===== src/rtl/slope_sequencer.sv =====
// Slope-driven measurement sequencer: primes a waveform generator, then times NCYC
// periods between successive waveform maxima and reports period and per-period peaks.
module slope_sequencer #(
  parameter int WIDTH   = 16,
  parameter int PW      = 16,
  parameter int NCYC    = 4,
  parameter int TIMEOUT = 4096
) (
  input  logic                    clk,
  input  logic                    reset,
  input  logic                    start,
  input  logic                    abort,
  input  logic signed [WIDTH-1:0] datain,
  input  logic                    pos,
  input  logic                    neg,
  input  logic                    eq,
  output logic                    gen_rst_n,
  output logic                    gen_en,
  output logic                    busy,
  output logic                    done,
  output logic                    timeout_err,
  output logic [PW-1:0]           period,
  output logic signed [WIDTH-1:0] peak_max,
  output logic signed [WIDTH-1:0] peak_min,
  output logic                    period_valid,
  output logic [7:0]              cycle_count
);

  localparam logic [2:0] S_IDLE  = 3'd0;
  localparam logic [2:0] S_PRIME = 3'd1;
  localparam logic [2:0] S_ARM   = 3'd2;
  localparam logic [2:0] S_MEAS  = 3'd3;
  localparam logic [2:0] S_DONE  = 3'd4;
  localparam logic [2:0] S_ERR   = 3'd5;

  localparam logic [1:0] DIR_NONE = 2'd0;
  localparam logic [1:0] DIR_POS  = 2'd1;
  localparam logic [1:0] DIR_NEG  = 2'd2;

  localparam logic [PW-1:0] TMO_LAST = PW'(TIMEOUT - 1);
  localparam logic [7:0]    NCYC_L   = 8'(NCYC);

  function automatic logic [PW-1:0] sat_inc(input logic [PW-1:0] v);
    return (v == {PW{1'b1}}) ? v : v + 1'b1;
  endfunction

  function automatic logic signed [WIDTH-1:0] smax(input logic signed [WIDTH-1:0] a,
                                                    input logic signed [WIDTH-1:0] b);
    return (a > b) ? a : b;
  endfunction

  function automatic logic signed [WIDTH-1:0] smin(input logic signed [WIDTH-1:0] a,
                                                    input logic signed [WIDTH-1:0] b);
    return (a < b) ? a : b;
  endfunction

  logic [2:0]              state_q, state_d;
  logic [1:0]              dir_q, dir_d;
  logic [PW-1:0]           timer_q, timer_d;
  logic [7:0]              cyc_q, cyc_d;
  logic [PW-1:0]           period_q, period_d;
  logic signed [WIDTH-1:0] pmax_q, pmax_d;
  logic signed [WIDTH-1:0] pmin_q, pmin_d;
  logic                    pv_q, pv_d;
  logic                    err_q, err_d;

  logic [PW-1:0]           cnt_q;
  logic signed [WIDTH-1:0] rmax_q, rmin_q;

  logic max_ev, min_ev, active, load_run, track_run;

  // Extremes are detected against the direction seen before this cycle's flags.
  assign max_ev    = (dir_q == DIR_POS) && neg;
  assign min_ev    = (dir_q == DIR_NEG) && pos;
  assign active    = (state_q == S_ARM) || (state_q == S_MEAS);
  assign load_run  = active && max_ev && !abort;
  assign track_run = (state_q == S_MEAS) && !max_ev;

  always_comb begin
    state_d  = state_q;
    dir_d    = dir_q;
    timer_d  = timer_q;
    cyc_d    = cyc_q;
    period_d = period_q;
    pmax_d   = pmax_q;
    pmin_d   = pmin_q;
    pv_d     = 1'b0;
    err_d    = err_q;

    if (active) begin
      if (!eq && pos)      dir_d = DIR_POS;
      else if (!eq && neg) dir_d = DIR_NEG;
    end

    case (state_q)
      S_IDLE: begin
        if (start && !abort) state_d = S_PRIME;
      end
      S_PRIME: begin
        dir_d   = DIR_NONE;
        timer_d = '0;
        cyc_d   = '0;
        err_d   = 1'b0;
        state_d = abort ? S_IDLE : S_ARM;
      end
      S_ARM, S_MEAS: begin
        if (abort) begin
          state_d = S_IDLE;
        end else if (max_ev) begin
          timer_d = '0;
          if (state_q == S_ARM) begin
            state_d = S_MEAS;
          end else begin
            period_d = cnt_q;
            pmax_d   = smax(rmax_q, datain);
            pmin_d   = smin(rmin_q, datain);
            pv_d     = 1'b1;
            cyc_d    = cyc_q + 8'd1;
            if (cyc_q + 8'd1 == NCYC_L) state_d = S_DONE;
          end
        end else if (min_ev) begin
          timer_d = '0;
        end else if (timer_q == TMO_LAST) begin
          state_d = S_ERR;
          err_d   = 1'b1;
        end else begin
          timer_d = timer_q + 1'b1;
        end
      end
      S_DONE: begin
        state_d = S_IDLE;
      end
      S_ERR: begin
        if (abort) begin
          state_d = S_IDLE;
          err_d   = 1'b0;
        end else if (start) begin
          state_d = S_PRIME;
          err_d   = 1'b0;
        end
      end
      default: state_d = S_IDLE;
    endcase
  end

  always_ff @(posedge clk or negedge reset) begin
    if (!reset) begin
      state_q  <= S_IDLE;
      dir_q    <= DIR_NONE;
      timer_q  <= '0;
      cyc_q    <= '0;
      period_q <= '0;
      pmax_q   <= '0;
      pmin_q   <= '0;
      pv_q     <= 1'b0;
      err_q    <= 1'b0;
    end else begin
      state_q  <= state_d;
      dir_q    <= dir_d;
      timer_q  <= timer_d;
      cyc_q    <= cyc_d;
      period_q <= period_d;
      pmax_q   <= pmax_d;
      pmin_q   <= pmin_d;
      pv_q     <= pv_d;
      err_q    <= err_d;
    end
  end

  // Running period counter and extremes; only meaningful while measuring.
  always_ff @(posedge clk) begin
    if (load_run) begin
      cnt_q  <= PW'(1);
      rmax_q <= datain;
      rmin_q <= datain;
    end else if (track_run) begin
      cnt_q  <= sat_inc(cnt_q);
      rmax_q <= smax(rmax_q, datain);
      rmin_q <= smin(rmin_q, datain);
    end
  end

  assign gen_rst_n    = (state_q == S_PRIME) || (state_q == S_ARM) ||
                        (state_q == S_MEAS)  || (state_q == S_DONE);
  assign gen_en       = active;
  assign busy         = (state_q == S_PRIME) || active;
  assign done         = (state_q == S_DONE);
  assign timeout_err  = err_q;
  assign period       = period_q;
  assign peak_max     = pmax_q;
  assign peak_min     = pmin_q;
  assign period_valid = pv_q;
  assign cycle_count  = cyc_q;

endmodule


===== config.mk =====
export PLATFORM = sky130hd
export DESIGN_NAME = slope_sequencer
export DESIGN_NICKNAME = d
export VERILOG_FILES = /design/src/rtl/slope_sequencer.sv
export SDC_FILE = /design/constraint.sdc
export NUM_CORES = 1
export LEC_CHECK = 0
export ABC_AREA = 1
export BUFFER_PORTS_ARGS = -buffer_cell sky130_fd_sc_hd__buf_2
export CAP_MARGIN = 20
export CORE_UTILIZATION = 45
export DETAILED_ROUTE_END_ITERATION = 6
export PLACE_DENSITY_LB_ADDON = 0.2
export SLEW_MARGIN = 20
export SYNTH_ARGS = -nofsm -noshare
export SYNTH_HDL_FRONTEND = slang
export SYNTH_SLANG_ARGS = --single-unit

===== constraint.sdc =====
create_clock -name clk -period 5.1 [get_ports clk]
set_clock_uncertainty 0.2 [all_clocks]
set_input_delay 0.255 -clock clk [delete_from_list [all_inputs] [get_ports clk]]
set_output_delay 0.255 -clock clk [all_outputs]
set_load 0.02 [all_outputs]

* After elaboration in Yosys (flattened, before gate mapping)
Cells that the tools add are included.
** Operators by class
- Add/sub/neg operators :: 3
- $lt $le $gt $ge :: 2
- Equal/unequal tests :: 22
- Mux-type cells :: 41
- Bitwise gates (word level) :: 3
- Reduce and logical (&&, ||, !) cells :: 30
** Operators by type and width (number)
- 2-to-1 mux 16 bit :: 10
- adder 16 x 1 -> 16 bit, second input constant :: 2
- one-hot mux 16 bit (2 select lines) :: 1
- 2-to-1 mux 3 bit :: 9
- 2-to-1 mux 8 bit :: 3
- == test 16 x 12 -> 1 bit, second input constant :: 1
- == test 16 bit, second input constant :: 1
- > comparator 16 bit :: 1
- < comparator 16 bit :: 1
- one-hot mux 8 bit (2 select lines) :: 1
- inequality test 2 bit, second input constant :: 7
- inequality test 4 bit, second input constant :: 3
- one-hot mux 3 bit (4 select lines) :: 1
- 2-to-1 mux 1 bit :: 10
- 2-to-1 mux 2 bit :: 5
- adder 8 x 1 -> 8 bit, second input constant :: 1
- == test 8 x 3 -> 1 bit, second input constant :: 1
- logical AND 1 bit :: 8
- AND reduction 4 bit :: 2
- == test 3 x 2 -> 1 bit, second input constant :: 2
- == test 3 bit, second input constant :: 2
- AND reduction 6 bit :: 1
- nonzero test 2 bit :: 3
- nonzero test 3 bit :: 2
- other kinds (14) :: 23
** Word-level totals
- Register bits after elaboration :: 127
- Bits of input ports :: 23
- Output and inout bits :: 62
- Logic and storage cells :: 113

* Logic depth before layout (Yosys ltp)
Gate-level depths: netlist of run 1.
- Word-level depth :: 7
- Mapped depth :: 17
- Gate-level depth less buffers :: 16

* Least setup slack after synthesis of run 1
OpenSTA, ideal clock, no wires.
- Path type :: flip-flop to flip-flop
- From :: register state_q[2]
- To :: register rmax_q[0], enable pin
- Setup time :: 0.466 ns
- Arrival :: 3.089 ns
- Data required time :: 4.434 ns
- Slack :: 1.345 ns
- Stages on the path, launching flop included :: 4
- Path buffers :: 0
- Clock period less this slack :: 3.755 ns
- Cell sequence :: dfrtp_1 -> nor2_8 -> nand2_1 -> o21ai_0
** Between the ends
- Longest elaborated chain between the ends :: 5
- Elaborated cells between the ends (all ways) :: 7
- Classes of those cells :: eq/ne (2); reduce/logical (5)
** Ends and longest elaborated chain
- start, declared :: RTL line 57 : logic [2:0] state_q, state_d;
- start signal, assigned :: RTL line 158 : state_q <= state_d;
- == test 3 x 2 -> 1 bit :: RTL line 75 : assign active = (state_q == S_ARM) || (state_q == S_MEAS);
- logical OR 1 bit (*) :: RTL line 75
- named net gen_en :: RTL line 18 : output logic gen_en,
- logical AND 1 bit (*) (2 in series) :: RTL line 76 : assign load_run = active && max_ev && !abort;
- nonzero test 2 bit (no line) (*)
- end signal, assigned :: RTL line 174 : rmax_q <= datain;
- end signal, assigned :: RTL line 178 : rmax_q <= smax(rmax_q, datain);
- end, declared :: RTL line 68 : logic signed [WIDTH-1:0] rmax_q, rmin_q;
Mark *: on every way through the listed nets, which the timed path passes. The rest lies on a longest branch.
A chain may end at the register's enable or synchronous reset.

* Worst setup path in the final report of run 1
- From :: register state_q[2]
- To :: register rmin_q[9], enable pin
** Between the ends
- Longest elaborated chain between the ends :: 5
- Elaborated cells between the ends (all ways) :: 7
- Classes of those cells :: eq/ne (2); reduce/logical (5)
** Ends and longest elaborated chain
- == test 3 x 2 -> 1 bit (on tied branches) :: RTL line 75, 77
- logical OR 1 bit :: RTL line 75
- logical AND 1 bit (2 in series) :: RTL line 76
- nonzero test 2 bit (no line) (*)
- end signal, assigned :: RTL line 175 : rmin_q <= datain;
- end signal, assigned :: RTL line 179 : rmin_q <= smin(rmin_q, datain);
- end, declared :: RTL line 68
Mark *: on every way between the ends. The rest lies on a longest branch, timed or not.

==> results.toml, run 1 <==
[status]
outcome = "finished, final reports clean"

[detailed_routing]
vias = 6363
wirelength_um = 17900
routed-wl-met2_um = 8360
drc_errors = 0
wl_met1_um = 8290
dr.max_layer_used = "met4"
drt_first_pass_iters = 5
wl_met3_um = 968
postRouteAntennaNets = 0
wire_per_inst_um = 14.6
via_per_inst = 5.19
drt_iter0_markers = 386

[clocking]
cts_resized = 0
clockBufferDepth = 2
cts_buffers = 17
cts_sinks = 127
h-tree-depth = 4
cts.root.buffer_cell = "clkbuf_16"
path_clk_slew_ps = 50
cts_tree = "yes"
insertion_delay_ps = 430

[critical_path]
ff2ff_path_depth = 8
r2r_end = "rmin_q[9]"
r2r_slack_ps = 1840
timing.critical_path.to = "rmin_q[9]"
crit_path_frequent_cell = "inv_2"
required_ps = 4960
crit_slowest_cell = "inv_2"
r2r_start = "state_q[2]"
startpoint = "state_q[2]"
critical_path.max_stage_delay_ps = 530
critPathCaptureType = "flop"
cp_num_buf_inv = 4
cp_data_arrival_time_ps = 3120
crit_chain = "nor2_8 -> inv_2 -> nor2_1 -> inv_2 -> nor2_4 -> inv_2 -> o21ai_2 -> buf_4"
crit_fanout = 42
path_depth = 8
startpoint_type = "flop"
crit_family = "buffers and inverters"
path_class = "reg -> reg"

[power]
clock_power_share_pct = 24.4
p_int_w = 0.00278
p_leak_nw = 4.29
pwr-share-seq_pct = 34.0
swShare_pct = 42.2
vdd_drop_max_uv = 365
p_per_area_nw_per_um2 = 568
switchingPower_w = 0.00203
power_frac_comb_pct = 41.6

[layout]
diodes = 0
multi_input_area_sq_um = 3300
layout.cells.non_filler = 1225
drive_above_1_share_pct = 13.9
nFillCells = 1513
nets = 1059
seqCellArea_sq_um = 3260
area_growth_pct = 17.6

[timing]
max_slew_margin_pct = 42.9
hold_violations = 0
min_period_ps = 3260
rsz0062_at_grt = "no"
worst_hold_slack_ps = 8.71
setup_viol = 0
finalCritPeriodShare_pct = 63.9
tns_ps = 0
worst_slew_pin_slew_ps = 855
slew_violations = 0
fmax_mhz = 307

[synthesis]
yosys-top-cells-area = "dfrtp_1 (27%), edfxtp_1 (13%), nand2_1 (13%)"
netlist_top_cells_count = "nand2_1 (254), nand3_1 (117), inv_1 (113), dfrtp_1 (79), nor2_1 (41)"
ys_seq_area_share_pct = 45.2
yosys.area.top_type = "dfrtp_1"
yosysTopAreaCellShare_pct = 27.4
netlist_area_sq_um = 7210
synthDistinctLibCells = 44
synth_warnings = 0
synth_edf_count = 32
synth_top_flop_cell = "dfrtp_1"
ys_seq_elements = 127
synth-async-reset-ratio_pct = 62.2
synth.most_common_cell = "nand2_1"
postSynthAreaPerCell_sq_um = 7.97
syn-num-nets = 962
syn_inst = 904

[placed_design]
placedCellCount = 1174
port_buffers = 84
post-dp-hpwl_um = 11700
gp_congestion = 0.863

[floorplan]
rows = 45
fp.coreArea_sq_um = 15400
io_pins = 85
initial_core_util_pct = 46.7
die_x_um = 129
die_area_sq_um = 16500
die_height_um = 129

[grt]
antenna_found_initial = 0
grt_pass1_vias = 6089
grt_max_degree = 69
grt-ovfl-total = 0
globalRouteTotalUtil_pct = 23.4
grt_pass1_wl_um = 30000

[run]
timing.max_cap.violations = 0

[hold_path]
hp-class = "in -> reg"
==> timing repair <==
| item | CTS | global route |
|---|---|---|
| buffers inserted | 0 | 0 |
| endpoints found under the setup margin | 0 | 0 |
| hold endpoints to repair | 64 | 0 |
| hold buffers | 19 | 0 |
==> metrics by stage <==
| step | setup slack [ps] | area (sq um) | utilization, % | power, W |
|---|---|---|---|---|
| finish | 1840 | 8470 | 54.9 | 0.00482 |
| global placement | 1930 | 7720 | 50.1 | 0.00362 |
| floorplan | 1350 | 7210 | - | 0.00313 |
| global route | 1630 | 8470 | 54.9 | 0.00519 |
| detailed placement | 1830 | 7720 | 50.1 | 0.00365 |
| CTS | 1830 | 8470 | 54.9 | 0.00485 |
==> area by class of cell <==
class,instances,area share (%)
Clock buffer,26,5.92
Clock inverter,6,0.665
Inverter,121,5.38
Multi-Input combinational cell,628,39.0
Sequential cell,127,38.5
Tap cell,211,3.12
Timing Repair Buffer,106,7.50
==> layer usage <==
layer,GRT usage [%],vias up
met1,31.1,2979
met3,5.36,19
li1,-,3196
met4,8.51,0
met5,0,-
met2,37.5,169
==> worst reg2reg max path, stage by stage (launching register included) <==
cell and delay, ps:
dfrtp_1 470, nor2_8 200, inv_2 110, nor2_1 160
inv_2 70, nor2_4 520, inv_2 530, o21ai_2 170
buf_4 440
==> cells by family (layout without fill, tap and decap cells) <==
logic type | after synthesis | count (layout) | synth area share [%]
muxes | 1 | 1 | 0.139
and+or+nand+nor | 482 | 482 | 30.6
buffers and inverters | 149 | 259 | 9.03
xor gates and xnor gates | 11 | 11 | 1.34
DFF | 127 | 127 | 45.2
AOI/OAI and AO/OA | 99 | 99 | 7.59
adders and majority gates | 35 | 35 | 6.08
==> power by group through the flow <==
stage / Combinational, W / Clock (W) / Sequential [W]
after floorplan: 0.00127 / 0 / 0.00186
after global placement: 0.00197 / 0 / 0.00165
after detailed placement: 0.00200 / 0 / 0.00165
after CTS: 0.00202 / 0.00119 / 0.00164
after global routing: 0.00227 / 0.00123 / 0.00168
final: 0.00200 / 0.00117 / 0.00164
==> how the worst min path moves through the flow <==
stage,startpoint,end,slack [ps],cells past startpoint
2_1_floorplan,reset,cycle_count[0],-240,0
3_5_place_dp,reset,peak_max[1],30,1
6_report,neg,dir_q[1],9,3
4_1_cts,neg,dir_q[1],1,3
5_1_grt,neg,dir_q[1],30,3
3_3_place_gp,reset,peak_max[1],30,1
==> state kept, by name, summed over array words and instances, names as in the netlist, 8 cells and up <==
register	flops
rmax_q	16
peak_max	16
cycle_count	8
period	16
timer_q	16
peak_min	16
cnt_q	16
rmin_q	16
==> cells in the final DEF, fill, tap and decap left out, drive strengths merged, types with 3 or more instances in the layout <==
cell	n
nand2	257
nand3	122
inv	120
buf	87
dfrtp	79
nor2	49
o21ai	42
a21oi	38
ha	35
edfxtp	32
nand4	27
clkbuf	26
nor3	21
dlygate4sd3	19
dfxtp	16
xor2	10
clkinv	6
nor3b	4
o22ai	3
o21bai	3
No activity file was read; power rests on OpenSTA's default activity.
==> run 2: changes to the inputs <==
--- a/config.mk
+++ b/config.mk
@@ -5,7 +5,7 @@
 export SDC_FILE = /design/constraint.sdc
 export NUM_CORES = 1
 export LEC_CHECK = 0
-export ABC_AREA = 1
+export ABC_AREA = 0
 export BUFFER_PORTS_ARGS = -buffer_cell sky130_fd_sc_hd__buf_2
 export CAP_MARGIN = 20
 export CORE_UTILIZATION = 45
==> constraint.sdc (replaced) <==
create_clock -name clk -period 2.95 [get_ports clk]
set_clock_uncertainty 0.2 [all_clocks]
set_input_delay 0.1475 -clock clk [delete_from_list [all_inputs] [get_ports clk]]
set_output_delay 0.1475 -clock clk [all_outputs]
set_load 0.02 [all_outputs]
==> results.toml, run 2 <==
[hold_path]
hp-class = "in -> reg"
min_path_cells = 4

[synthesis]
syn-num-nets = 728
synth_top_flop_cell = "dfrtp_1"
synthDistinctLibCells = 65
postSynthAreaPerCell_sq_um = 10.3
synth_warnings = 0
ys_seq_elements = 127
netlist_top_cells_count = "nand2_1 (106), dfrtp_1 (79), nor2_1 (57), o21ai_0 (52), a21oi_1 (37)"
syn_inst = 670
synth.most_common_cell = "nand2_1"
synth_edf_count = 32
yosysTopAreaCellShare_pct = 28.7
yosys-top-cells-area = "dfrtp_1 (29%), edfxtp_1 (14%), ha_1 (6.4%)"
ys_seq_area_share_pct = 47.3
synth-async-reset-ratio_pct = 62.2
netlist_area_sq_um = 6890
yosys.area.top_type = "dfrtp_1"

[timing]
rsz0062_at_grt = "yes"
hold_violations = 0
setup_viol = 16
fmax_mhz = 334
finalCritPeriodShare_pct = 101
slew_violations = 0
min_period_ps = 2990
layout_setup_ws_ps = -43.9
max_slew_margin_pct = 51.0
worst_slew_pin_slew_ps = 735
worst_hold_slack_ps = 45.2

[grt]
grt_pass1_wl_um = 26000
grt_max_degree = 80
grt_pass1_vias = 5263
grt-ovfl-total = 0
globalRouteTotalUtil_pct = 20.9
antenna_found_initial = 0

[layout]
nets = 856
final_common_cell = "nand2_1"
final_cell_mix = "nand2_1 (105), dfrtp_1 (79), buf_2 (79)"
area_growth_pct = 25.6
postLayoutCellArea_sq_um = 8660
nFillCells = 1248
seqCellArea_sq_um = 3260
multi_input_area_sq_um = 3510
diodes = 0
drive_above_1_share_pct = 25.3

[clocking]
clockBufferDepth = 2
path_clk_slew_ps = 60
h-tree-depth = 4
cts_buffers = 17
insertion_delay_ps = 430
cts_tree = "yes"
cts_sinks = 127
cts.root.buffer_cell = "clkbuf_16"

[critical_path]
required_ps = 2920
startpoint = "datain[7]"
r2r_end = "rmax_q[8]"
r2r_slack_ps = -10
ff2ff_path_depth = 9
path_class = "in -> reg"
cp_data_arrival_time_ps = 2960
r2r_start = "rmax_q[1]"
critPathCaptureType = "flop"
startpoint_type = "primary input"
crit_fanout = 7
timing.critical_path.to = "rmax_q[8]"

[run]
timing.max_cap.violations = 0

[floorplan]
fp.coreArea_sq_um = 14800
initial_core_util_pct = 46.7
rows = 44
die_height_um = 126
die_area_sq_um = 15800
die_x_um = 126
io_pins = 85

[placed_design]
port_buffers = 84
gp_congestion = 0.813
place_area_sq_um = 7590
post-dp-hpwl_um = 10700

[detailed_routing]
drt_iter0_markers = 405
vias = 5386
drc_errors = 0
postRouteAntennaNets = 0
drt_first_pass_iters = 7
via_per_inst = 5.41
wire_per_inst_um = 16.1
wirelength_um = 16000

[power]
p_leak_nw = 4.05
finalPower_w = 0.00789
vdd_drop_max_uv = 531
p_per_area_nw_per_um2 = 911

[status]
outcome = "finished, violations left"
violations = "negative setup slack"
==> run 2: worst min path at each step <==
stage,start,endpoint,slack (ps)
5_1_grt,eq,dir_q[1],100
2_1_floorplan,reset,cycle_count[0],-350
3_3_place_gp,reset,period[8],180
4_1_cts,eq,dir_q[1],20
6_report,eq,dir_q[1],50
3_5_place_dp,reset,period[8],200
==> run 2: routing by layer <==
layer,global-route usage [%],wire length (um),share of wire (%)
met2,34.2,7810,49
met3,5.10,576,3.6
met5,0,0,0
met1,26.8,7370,46
met4,8.01,246,1.5
==> run 2: logic make-up after synthesis <==
group | synth area share, %
simple gates | 17.4
flops | 47.3
compound gates | 11.3
mux | 11.4
buf+inv | 3.58
fa+ha+maj | 6.35
xor+xnor | 2.79
==> run 2: power by group <==
part	internal (W)	switching, W
registers	0.00229	0.000347
logic	0.00129	0.00162
clock network	0.00157	0.000773
total	0.00515	0.00274
==> run 2: cell type report <==
class / count / share of cell area (%)
Tap cell: 184 / 2.66
Clock buffer: 19 / 5.00
Timing Repair Buffer: 133 / 10.6
Multi-Input combinational cell: 495 / 40.5
Sequential cell: 127 / 37.6
Clock inverter: 13 / 2.51
Inverter: 24 / 1.04
==> run 2: repair_timing <==
action / CTS / global route
endpoints found under the hold margin: 147 / 0
hold buffers: 22 / 0
endpoints found under the setup margin: 5 / 53
cloned: 0 / 1
buffers inserted: 0 / 6
pin swaps: 0 / 5
resized for setup: 1 / 27
==> run 2: stage by stage <==
stage	TNS (ps)	setup slack (ps)	std cells	util (%)
6_report	-387	-43.9	995	58.7
5_1_grt	-3170	-136	995	58.7
4_1_cts	0	0.698	988	57.4
3_5_place_dp	-55.8	-22.3	934	51.4
3_3_place_gp	0	28.0	934	51.4
2_1_floorplan	0	37.6	670	-
==> run 2: critical path, cell delays in order <==
cell and delay (ps):
dlygate4sd3_1 530, buf_2 150, inv_2 60, ha_1 320
a21oi_1 150, o21ai_0 180, a2111oi_4 490, mux2i_4 410
nor2_8 70, buf_8 150, mux2_4 290
